<file path="src/rtl/uart_frame_matcher.sv">
// Purpose : assemble fixed-length frames from a UART RX byte stream, drop partial
//           frames on inter-byte timeout, and set/clear per-channel flags by key match.
// Latency : frame_valid is high in the 2nd cycle after the edge that accepts the last byte.
// Backpr. : rx_ready drops for the single EVAL cycle after each frame; no byte is lost.
//
// Ports:
//   clk, reset      clock; asynchronous active-low reset
//   rx_data/valid   incoming byte, qualified by rx_valid & rx_ready
//   rx_ready        low only while the completed frame is being evaluated
//   set_key/clr_key channel i key in bits [i*DBITS +: DBITS]
//   frame_out       last complete frame, first received byte in the LSBs
//   frame_valid     one-cycle pulse when frame_out/flags update
//   flags           per-channel flag state
//   err_timeout     one-cycle pulse when a partial frame is discarded
//   frame_count     number of complete frames, wraps at 16 bits
module uart_frame_matcher #(
   parameter int DBITS          = 8,
   parameter int FRAME_BYTES    = 4,
   parameter int NUM_FLAGS      = 2,
   parameter int TIMEOUT_CYCLES = 100000
) (
   input  logic                          clk,
   input  logic                          reset,
   input  logic [DBITS-1:0]              rx_data,
   input  logic                          rx_valid,
   output logic                          rx_ready,
   input  logic [NUM_FLAGS*DBITS-1:0]    set_key,
   input  logic [NUM_FLAGS*DBITS-1:0]    clr_key,
   output logic [FRAME_BYTES*DBITS-1:0]  frame_out,
   output logic                          frame_valid,
   output logic [NUM_FLAGS-1:0]          flags,
   output logic                          err_timeout,
   output logic [15:0]                   frame_count
);

   // Index needs at least one bit even for single-byte frames.
   localparam int IW = (FRAME_BYTES > 1) ? $clog2(FRAME_BYTES) : 1;
   localparam int TW = $clog2(TIMEOUT_CYCLES);
   localparam logic [IW-1:0] LAST_IDX = IW'(FRAME_BYTES - 1);
   localparam logic [TW-1:0] TO_LAST  = TW'(TIMEOUT_CYCLES - 1);

   typedef enum logic [1:0] {
      IDLE    = 2'd0,
      COLLECT = 2'd1,
      EVAL    = 2'd2
   } state_t;

   state_t                         state_q, state_d;
   logic [IW-1:0]                  idx_q, idx_d;
   logic [TW-1:0]                  tcnt_q, tcnt_d;
   logic [FRAME_BYTES*DBITS-1:0]   buf_q, buf_d;
   logic                           rx_ready_q, rx_ready_d;
   logic [FRAME_BYTES*DBITS-1:0]   frame_out_q, frame_out_d;
   logic                           frame_valid_q, frame_valid_d;
   logic [NUM_FLAGS-1:0]           flags_q, flags_d;
   logic                           err_q, err_d;
   logic [15:0]                    count_q, count_d;

   logic                           hs;
   logic [DBITS-1:0]               first_b, last_b;
   logic [NUM_FLAGS-1:0]           set_hit, clr_hit;

   assign hs      = rx_valid & rx_ready_q;
   assign first_b = buf_q[DBITS-1:0];
   assign last_b  = buf_q[(FRAME_BYTES-1)*DBITS +: DBITS];

   // Key match per channel; with one-byte frames first_b and last_b are the same byte.
   always_comb begin
      set_hit = '0;
      clr_hit = '0;
      for (int i = 0; i < NUM_FLAGS; i++) begin
         set_hit[i] = (first_b == set_key[i*DBITS +: DBITS]) &&
                      (last_b  == set_key[i*DBITS +: DBITS]);
         clr_hit[i] = (first_b == clr_key[i*DBITS +: DBITS]) &&
                      (last_b  == clr_key[i*DBITS +: DBITS]);
      end
   end

   always_comb begin
      state_d       = state_q;
      idx_d         = idx_q;
      tcnt_d        = tcnt_q;
      buf_d         = buf_q;
      frame_out_d   = frame_out_q;
      frame_valid_d = 1'b0;
      flags_d       = flags_q;
      err_d         = 1'b0;
      count_d       = count_q;

      case (state_q)
         IDLE: begin
            // No timeout is armed until the first byte of a frame arrives.
            tcnt_d = '0;
            if (hs) begin
               buf_d[DBITS-1:0] = rx_data;
               if (FRAME_BYTES == 1) begin
                  state_d = EVAL;
                  idx_d   = '0;
               end else begin
                  state_d = COLLECT;
                  idx_d   = IW'(1);
               end
            end
         end

         COLLECT: begin
            // A byte arriving on the terminal count takes priority over the timeout.
            if (hs) begin
               buf_d[int'(idx_q)*DBITS +: DBITS] = rx_data;
               tcnt_d = '0;
               if (idx_q == LAST_IDX) begin
                  state_d = EVAL;
                  idx_d   = '0;
               end else begin
                  idx_d = idx_q + 1'b1;
               end
            end else if (tcnt_q == TO_LAST) begin
               state_d = IDLE;
               idx_d   = '0;
               tcnt_d  = '0;
               err_d   = 1'b1;
            end else begin
               tcnt_d = tcnt_q + 1'b1;
            end
         end

         EVAL: begin
            frame_out_d   = buf_q;
            frame_valid_d = 1'b1;
            count_d       = count_q + 16'd1;
            for (int i = 0; i < NUM_FLAGS; i++) begin
               if (clr_hit[i]) begin
                  flags_d[i] = 1'b0;
               end else if (set_hit[i]) begin
                  flags_d[i] = 1'b1;
               end
            end
            state_d = IDLE;
         end

         default: begin
            state_d = IDLE;
            idx_d   = '0;
            tcnt_d  = '0;
         end
      endcase

      // Registered ready: low exactly for the cycle spent in EVAL.
      rx_ready_d = (state_d != EVAL);
   end

   always_ff @(posedge clk or negedge reset) begin
      if (!reset) begin
         state_q       <= IDLE;
         idx_q         <= '0;
         tcnt_q        <= '0;
         buf_q         <= '0;
         rx_ready_q    <= 1'b1;
         frame_out_q   <= '0;
         frame_valid_q <= 1'b0;
         flags_q       <= '0;
         err_q         <= 1'b0;
         count_q       <= '0;
      end else begin
         state_q       <= state_d;
         idx_q         <= idx_d;
         tcnt_q        <= tcnt_d;
         buf_q         <= buf_d;
         rx_ready_q    <= rx_ready_d;
         frame_out_q   <= frame_out_d;
         frame_valid_q <= frame_valid_d;
         flags_q       <= flags_d;
         err_q         <= err_d;
         count_q       <= count_d;
      end
   end

   assign rx_ready    = rx_ready_q;
   assign frame_out   = frame_out_q;
   assign frame_valid = frame_valid_q;
   assign flags       = flags_q;
   assign err_timeout = err_q;
   assign frame_count = count_q;

endmodule

</file>
<file path="config.mk">
export PLATFORM = sky130hd
export DESIGN_NAME = uart_frame_matcher
export DESIGN_NICKNAME = d
export VERILOG_FILES = /design/src/rtl/uart_frame_matcher.sv
export SDC_FILE = /design/constraint.sdc
export NUM_CORES = 1
export LEC_CHECK = 0
export ABC_CLOCK_PERIOD_IN_PS = 3280
export CORE_ASPECT_RATIO = 0.9
export CORE_MARGIN = 1.5
export CORE_UTILIZATION = 40
export CTS_CLUSTER_DIAMETER = 50
export DETAILED_ROUTE_END_ITERATION = 10
export SLEW_MARGIN = 20
export SYNTH_ARGS = -nofsm -noshare
export SYNTH_HDL_FRONTEND = slang
export SYNTH_SLANG_ARGS = --single-unit
</file>
<file path="constraint.sdc">
create_clock -name clk -period 3.28 [get_ports clk]
set_input_delay 0.492 -clock clk [delete_from_list [all_inputs] [get_ports clk]]
set_output_delay 0.492 -clock clk [all_outputs]
set_load 0.01 [all_outputs]
</file>
==> results of run 1 <==
-- state kept, by name (all words and copies together) (netlist names), 2 cells and up --
register     cells
frame_count     16
flags            2
frame_out       32
tcnt_q          17
state_q          2
buf_q           32
idx_q            2
-- per-layer routing --
metal	vias up	share of wire, %	track usage, %
met5	-	0	0
met4	0	0.54	4.62
met3	4	5.0	3.66
met2	105	43	30.1
met1	2040	51	29.2
li1	2111	-	-
-- final cells by class --
cell class | instances | area, um^2 | share of cell area, %
clock buffer | 10 | 239 | 3.76
clock inverter | 6 | 53.8 | 0.846
inverter | 15 | 56.3 | 0.885
multi-input combinational | 419 | 2170 | 34.1
sequential | 106 | 2650 | 41.7
tap | 160 | 200 | 3.15
timing repair buffer | 100 | 990 | 15.6
-- path summary, 6_finish.rpt --
check / start / endpoint / slack, ns / depth (start not counted)
worst max register to register: tcnt_q[12] / idx_q[1] / 0.99 / 5
min in group clk: frame_count[15] / frame_count[15] / 0.47 / 1
worst min register to register: frame_count[15] / frame_count[15] / 0.47 / 1
max in group asynchronous: reset / buf_q[28] / 2.33 / 2
worst max-delay path: tcnt_q[12] / idx_q[1] / 0.99 / 5
worst min-delay path: reset / frame_count[13] / 0.17 / 1
-- through the flow --
stage	instance area (um^2)	util (%)	instances	hold WS (ns)
after floorplan	4970	-	559	0.196
after global placement	6060	50.2	800	0.458
after detailed placement	6060	50.2	800	0.462
after CTS	6360	52.6	816	0.369
after global routing	6360	52.7	816	0.227
final	6360	52.7	816	0.167
-- placed cells by master, fill, tap and decap left out, types with 2 or more instances in the layout --
cell type / synthesis / final
nand2_1: 177 / 177
dfrtp_1: 105 / 105
clkdlybuf4s50_1: 0 / 94
o21ai_0: 59 / 59
nand3_1: 37 / 37
nor3_1: 21 / 21
inv_1: 15 / 15
a21oi_1: 14 / 14
nor2_1: 10 / 10
xnor2_1: 10 / 10
nand4_1: 9 / 9
a22o_1: 9 / 9
clkbuf_16: 0 / 9
or3_1: 8 / 8
and3_1: 8 / 8
ha_1: 8 / 8
a31oi_1: 7 / 7
nor4_1: 5 / 5
xor2_1: 5 / 5
or2_2: 5 / 5
buf_4: 1 / 5
inv_6: 0 / 4
nor2b_1: 2 / 2
a41oi_1: 2 / 2
o21ai_2: 2 / 2
a32o_1: 2 / 2
o31ai_1: 2 / 2
o2111ai_1: 2 / 2
and2_1: 2 / 2
-- cell families (layout without fill, tap and decap cells) --
group,after synthesis,after routing,synth area share (%)
adders and majority gates,8,8,2.02
and+or+nand+nor,292,292,26.6
xor gates and xnor gates,15,15,2.64
DFF,106,106,53.4
buffers and inverters,34,131,2.95
AOI/OAI and AO/OA,104,104,12.4
-- report_power, final --
| group | switching (mW) | internal [mW] |
|---|---|---|
| sequential | 0.309 | 1.59 |
| clock | 0.510 | 0.553 |
| combinational | 0.604 | 0.536 |
==> qor.yml, run 1 <==
outcome: "complete, no violations"
fmax_mhz: 436
peakVddDrop_mv: 0.316
pin_count: 96
yosys.area.top_type: "dfrtp_1"
grt_overflow: 0
antennaDiodeCount: 0
clk_latency_ns: 0.34
ctsResizeCount: 0
rsz0062_at_grt: "no"
setup.worst_path.end_class: "flip-flop"
avgSynthCellArea_um2: 8.89
holdCritPathClass: "in -> async"
rows: 38
core_mm2: 0.0121
tritoncts: "done"
num-nets-final: 702
synth_warnings: 0
crit_family: "simple AND/OR/NAND/NOR gates"
routedWlPerCell_um: 15.2
synth_top_area_share_pct: 52.9
h-tree-depth: 3
period_needed_ns: 2.29
gp_congestion: 0.830
grt_pass1_vias: 4020
worst_pin_slew_ns: 0.889
finalWirelength_um: 12400
total_leakage_power_nw: 2.87
grt_max_degree: 82
viasPerCell: 5.22
fp.dieArea_mm2: 0.0131
dr.pass1.iters: 5
cp_max_fo: 9
critPathArrivalTime_ns: 2.52
synth_most_common_cell: "nand2_1"
drv_cap: 0
synth_edf_count: 0
drc: 0
worstPathCellList: "or4b_4, nor4_4, or2_1, o21ai_2, a32o_1"
drv_slew: 0
die_w_um: 120
clk_pin_slew_ns: 0.08
vias: 4260
cts_max_path_buffers: 2
min_period_over_period_pct: 69.9
synthDistinctLibCells: 43
p_total_mw: 4.10
ctsRootBufferMaster: "clkbuf_16"
cp.required_ns: 3.51
place_ws_ns: 0.809
powerDensity_mw_per_mm2: 645
initial_core_util_pct: 41.1
fillers: 1180
slowest_stage: "or4b_4"
io_buffers: 95
crit_type: "reg -> reg"
ys_dominant_reg_cell: "dfrtp_1"
synth_cells: 559
syn_area_mm2: 0.00497
syn_to_final_growth_pct: 28.0
clock-sinks: 106
die_y_um: 109
synth_fp_nets: 610
ys_top_cells_by_count: "nand2_1 (177), dfrtp_1 (105), o21ai_0 (59)"
hold_violations: 0
critPathBufInv: 0
antenna_found_initial: 0
cts_made_buffers: 9
drive_above_1_share_pct: 5.03
tns_ns: 0
clock_skew_ns: 0.0111
grt_use_total_pct: 19.7
synthTopCellsByArea: "dfrtp_1 (53%), nand2_1 (13%), o21ai_0 (5.9%)"
fin_ws_ns: 0.987
crit_path_start_kind: "flip-flop"
ctsHoldBuffers: 0
ys_seq_area_share_pct: 53.4
postCtsSetupBuffers: 0
grt_pass1_wl_um: 20500
ys_ff_latch: 106
async_reset_ff_share_pct: 100
max_stage_delay_ns: 0.57
drt_iter0_markers: 206
max_slew_margin_pct: 40.3
drtAntennaViolNets: 0
dp_hpwl_um: 8750
setup_violations: 0
Note: power is estimated with default switching activity, not from simulation.
==> run 2, diff against run 1 <==
--- a/config.mk
+++ b/config.mk
@@ -5,12 +5,13 @@
 export SDC_FILE = /design/constraint.sdc
 export NUM_CORES = 1
 export LEC_CHECK = 0
-export ABC_CLOCK_PERIOD_IN_PS = 3280
+export ABC_CLOCK_PERIOD_IN_PS = 2100
 export CORE_ASPECT_RATIO = 0.9
 export CORE_MARGIN = 1.5
 export CORE_UTILIZATION = 40
 export CTS_CLUSTER_DIAMETER = 50
 export DETAILED_ROUTE_END_ITERATION = 10
+export PLACE_DENSITY = 0.67
 export SLEW_MARGIN = 20
 export SYNTH_ARGS = -nofsm -noshare
 export SYNTH_HDL_FRONTEND = slang
==> constraint.sdc (replaced) <==
create_clock -name clk -period 2.1 [get_ports clk]
set_input_delay 0.315 -clock clk [delete_from_list [all_inputs] [get_ports clk]]
set_output_delay 0.315 -clock clk [all_outputs]
set_load 0.01 [all_outputs]
==> qor.yml, run 2 (synthesized netlist as in run 1, its figures left out) <==
rsz0062_at_grt: "yes"
grt_pass1_wl_um: 21300  # +3.8%
clock-sinks: 106  # unchanged
regToRegStartpoint: "tcnt_q[11]"
max_slew_margin_pct: 57.0  # +17 points
gp_congestion: 0.880  # +6.0%
cp_max_fo: 14  # +5
layout_commonest_cell: "nand2_1"
drive_above_1_share_pct: 9.45  # +4.4 points
initial_core_util_pct: 41.1  # unchanged
antennaDiodeCount: 0  # unchanged
total_leakage_power_nw: 3.05  # +6.2%
grt_max_degree: 43  # -48%
hold_violations: 0  # unchanged
grt_overflow: 0  # unchanged
antenna_found_initial: 0  # unchanged
crit_path_start_kind: "flip-flop"
drc: 0  # unchanged
routedWlPerCell_um: 15.2  # -0.45%
fmax_mhz: 490  # +12%
cp.required_ns: 2.31  # -1.20 ns
rows: 38  # unchanged
critPathLaunch: "tcnt_q[11]"
mostFrequentLayoutCells: "nand2_1 (177), dfrtp_1 (105), clkdlybuf4s50_1 (94)"
pin_count: 96  # unchanged
fin_ws_ns: 0.0602  # -0.927 ns
die_y_um: 109  # unchanged
peakVddDrop_mv: 0.544  # +72%
num-nets-final: 734  # +4.6%
critPathArrivalTime_ns: 2.25  # -0.27 ns
place_ws_ns: -0.00322  # -0.812 ns
setup.worst_path.end_class: "flip-flop"
die_w_um: 120  # unchanged
syn_to_final_growth_pct: 33.5
min_period_over_period_pct: 97.1  # +27 points
grt_pass1_vias: 4365  # +8.6%
cts_made_buffers: 9  # unchanged
vias: 4473  # +5.0%
finalNonFillerCells: 848  # +3.9%
drtAntennaViolNets: 0  # unchanged
viasPerCell: 5.27  # +1.0%
h-tree-depth: 3  # unchanged
r2r_slack_ns: 0.06  # -0.93 ns
holdCritPathClass: "in -> async"
grt_use_total_pct: 20.6  # +0.84 points
core_mm2: 0.0121  # unchanged
fp.dieArea_mm2: 0.0131  # unchanged
clock_skew_ns: 0.00586  # -0.00526 ns
tritoncts: "done"
finalWirelength_um: 12900  # +3.5%
rr_endpoint: "tcnt_q[11]"
crit_type: "reg -> reg"
setup_violations: 0  # unchanged
drv_cap: 0  # unchanged
clk_latency_ns: 0.34  # about the same
dr.pass1.iters: 5  # unchanged
powerDensity_mw_per_mm2: 1010  # +56%
placed_cells: 830  # +3.8%
io_buffers: 95  # unchanged
outcome: "complete, no violations"
period_needed_ns: 2.04  # -0.253 ns
clk_pin_slew_ns: 0.07  # about the same
endpoint: "tcnt_q[11]"
cts_max_path_buffers: 2  # unchanged
drt_iter0_markers: 380  # +84%
drv_slew: 0  # unchanged
ctsRootBufferMaster: "clkbuf_16"
dp_hpwl_um: 9300  # +6.2%
fillers: 1105  # -6.4%
worst_pin_slew_ns: 0.639  # -0.250 ns
reg2reg_depth: 6  # +1
==> run 2: per-layer routing <==
layer	GRT usage (%)	part of all wire, %	vias to the layer above
li1	-	-	2176
met1	29.1	49	2151
met2	31.6	44	133
met3	5.23	4.9	13
met4	5.55	1.1	0
met5	0	0	-
==> run 2: worst min-delay path by stage <==
| stage | endpoint | slack [ns] | cells past startpoint |
|---|---|---|---|
| 2_1_floorplan | buf_q[0] | 0.02 | 0 |
| 3_3_place_gp | tcnt_q[15] | 0.31 | 1 |
| 3_5_place_dp | tcnt_q[13] | 0.31 | 1 |
| 4_1_cts | tcnt_q[13] | 0.48 | 2 |
| 5_1_grt | frame_count[15] | 0.48 | 1 |
| 6_report | tcnt_q[11] | 0.46 | 2 |
==> run 2: where the power goes <==
group	total (mW)	switching (mW)	internal, mW
combinational	2.07	1.07	1.01
clock	1.71	0.747	0.967
sequential	2.90	0.418	2.49
==> run 2: cell type report <==
cell class                 count  area (um^2)  share of cell area, %
multi-input combinational    419         2170                   32.8
clock buffer                  11          243                   3.66
inverter                      15         56.3                  0.849
timing repair buffer         132         1240                   18.7
sequential                   106         2650                   40.0
clock inverter                 5         61.3                  0.925
tap                          160          200                   3.02
==> run 2: repair_timing <==
item	in CTS	in global routing
resized for setup	1	1
setup endpoints to repair	2	2
pin swaps	0	1
setup buffers	0	1
hold endpoints to repair	32	0
hold buffers	1	0
==> run 2: stage by stage <==
step / hold slack (ns) / area, um^2 / setup TNS [ns] / total power, mW / util (%)
6_report: 0.465 / 6630 / 0 / 6.69 / 54.9
2_1_floorplan: 0.0194 / 4970 / 0 / 3.93 / -
3_3_place_gp: 0.307 / 6300 / 0 / 4.92 / 52.2
5_1_grt: 0.485 / 6630 / -0.00556 / 7.12 / 54.9
4_1_cts: 0.477 / 6620 / 0 / 6.74 / 54.8
3_5_place_dp: 0.312 / 6300 / -0.00322 / 4.99 / 52.2
==> run 2: worst max-delay path: stages, from the launching register on <==
cell and delay [ns]:
dfrtp_1 0.42, or4b_4 0.55, nor4_4 0.37, nor2_2 0.06, buf_4 0.20, a41oi_1 0.22, a31oi_1 0.07
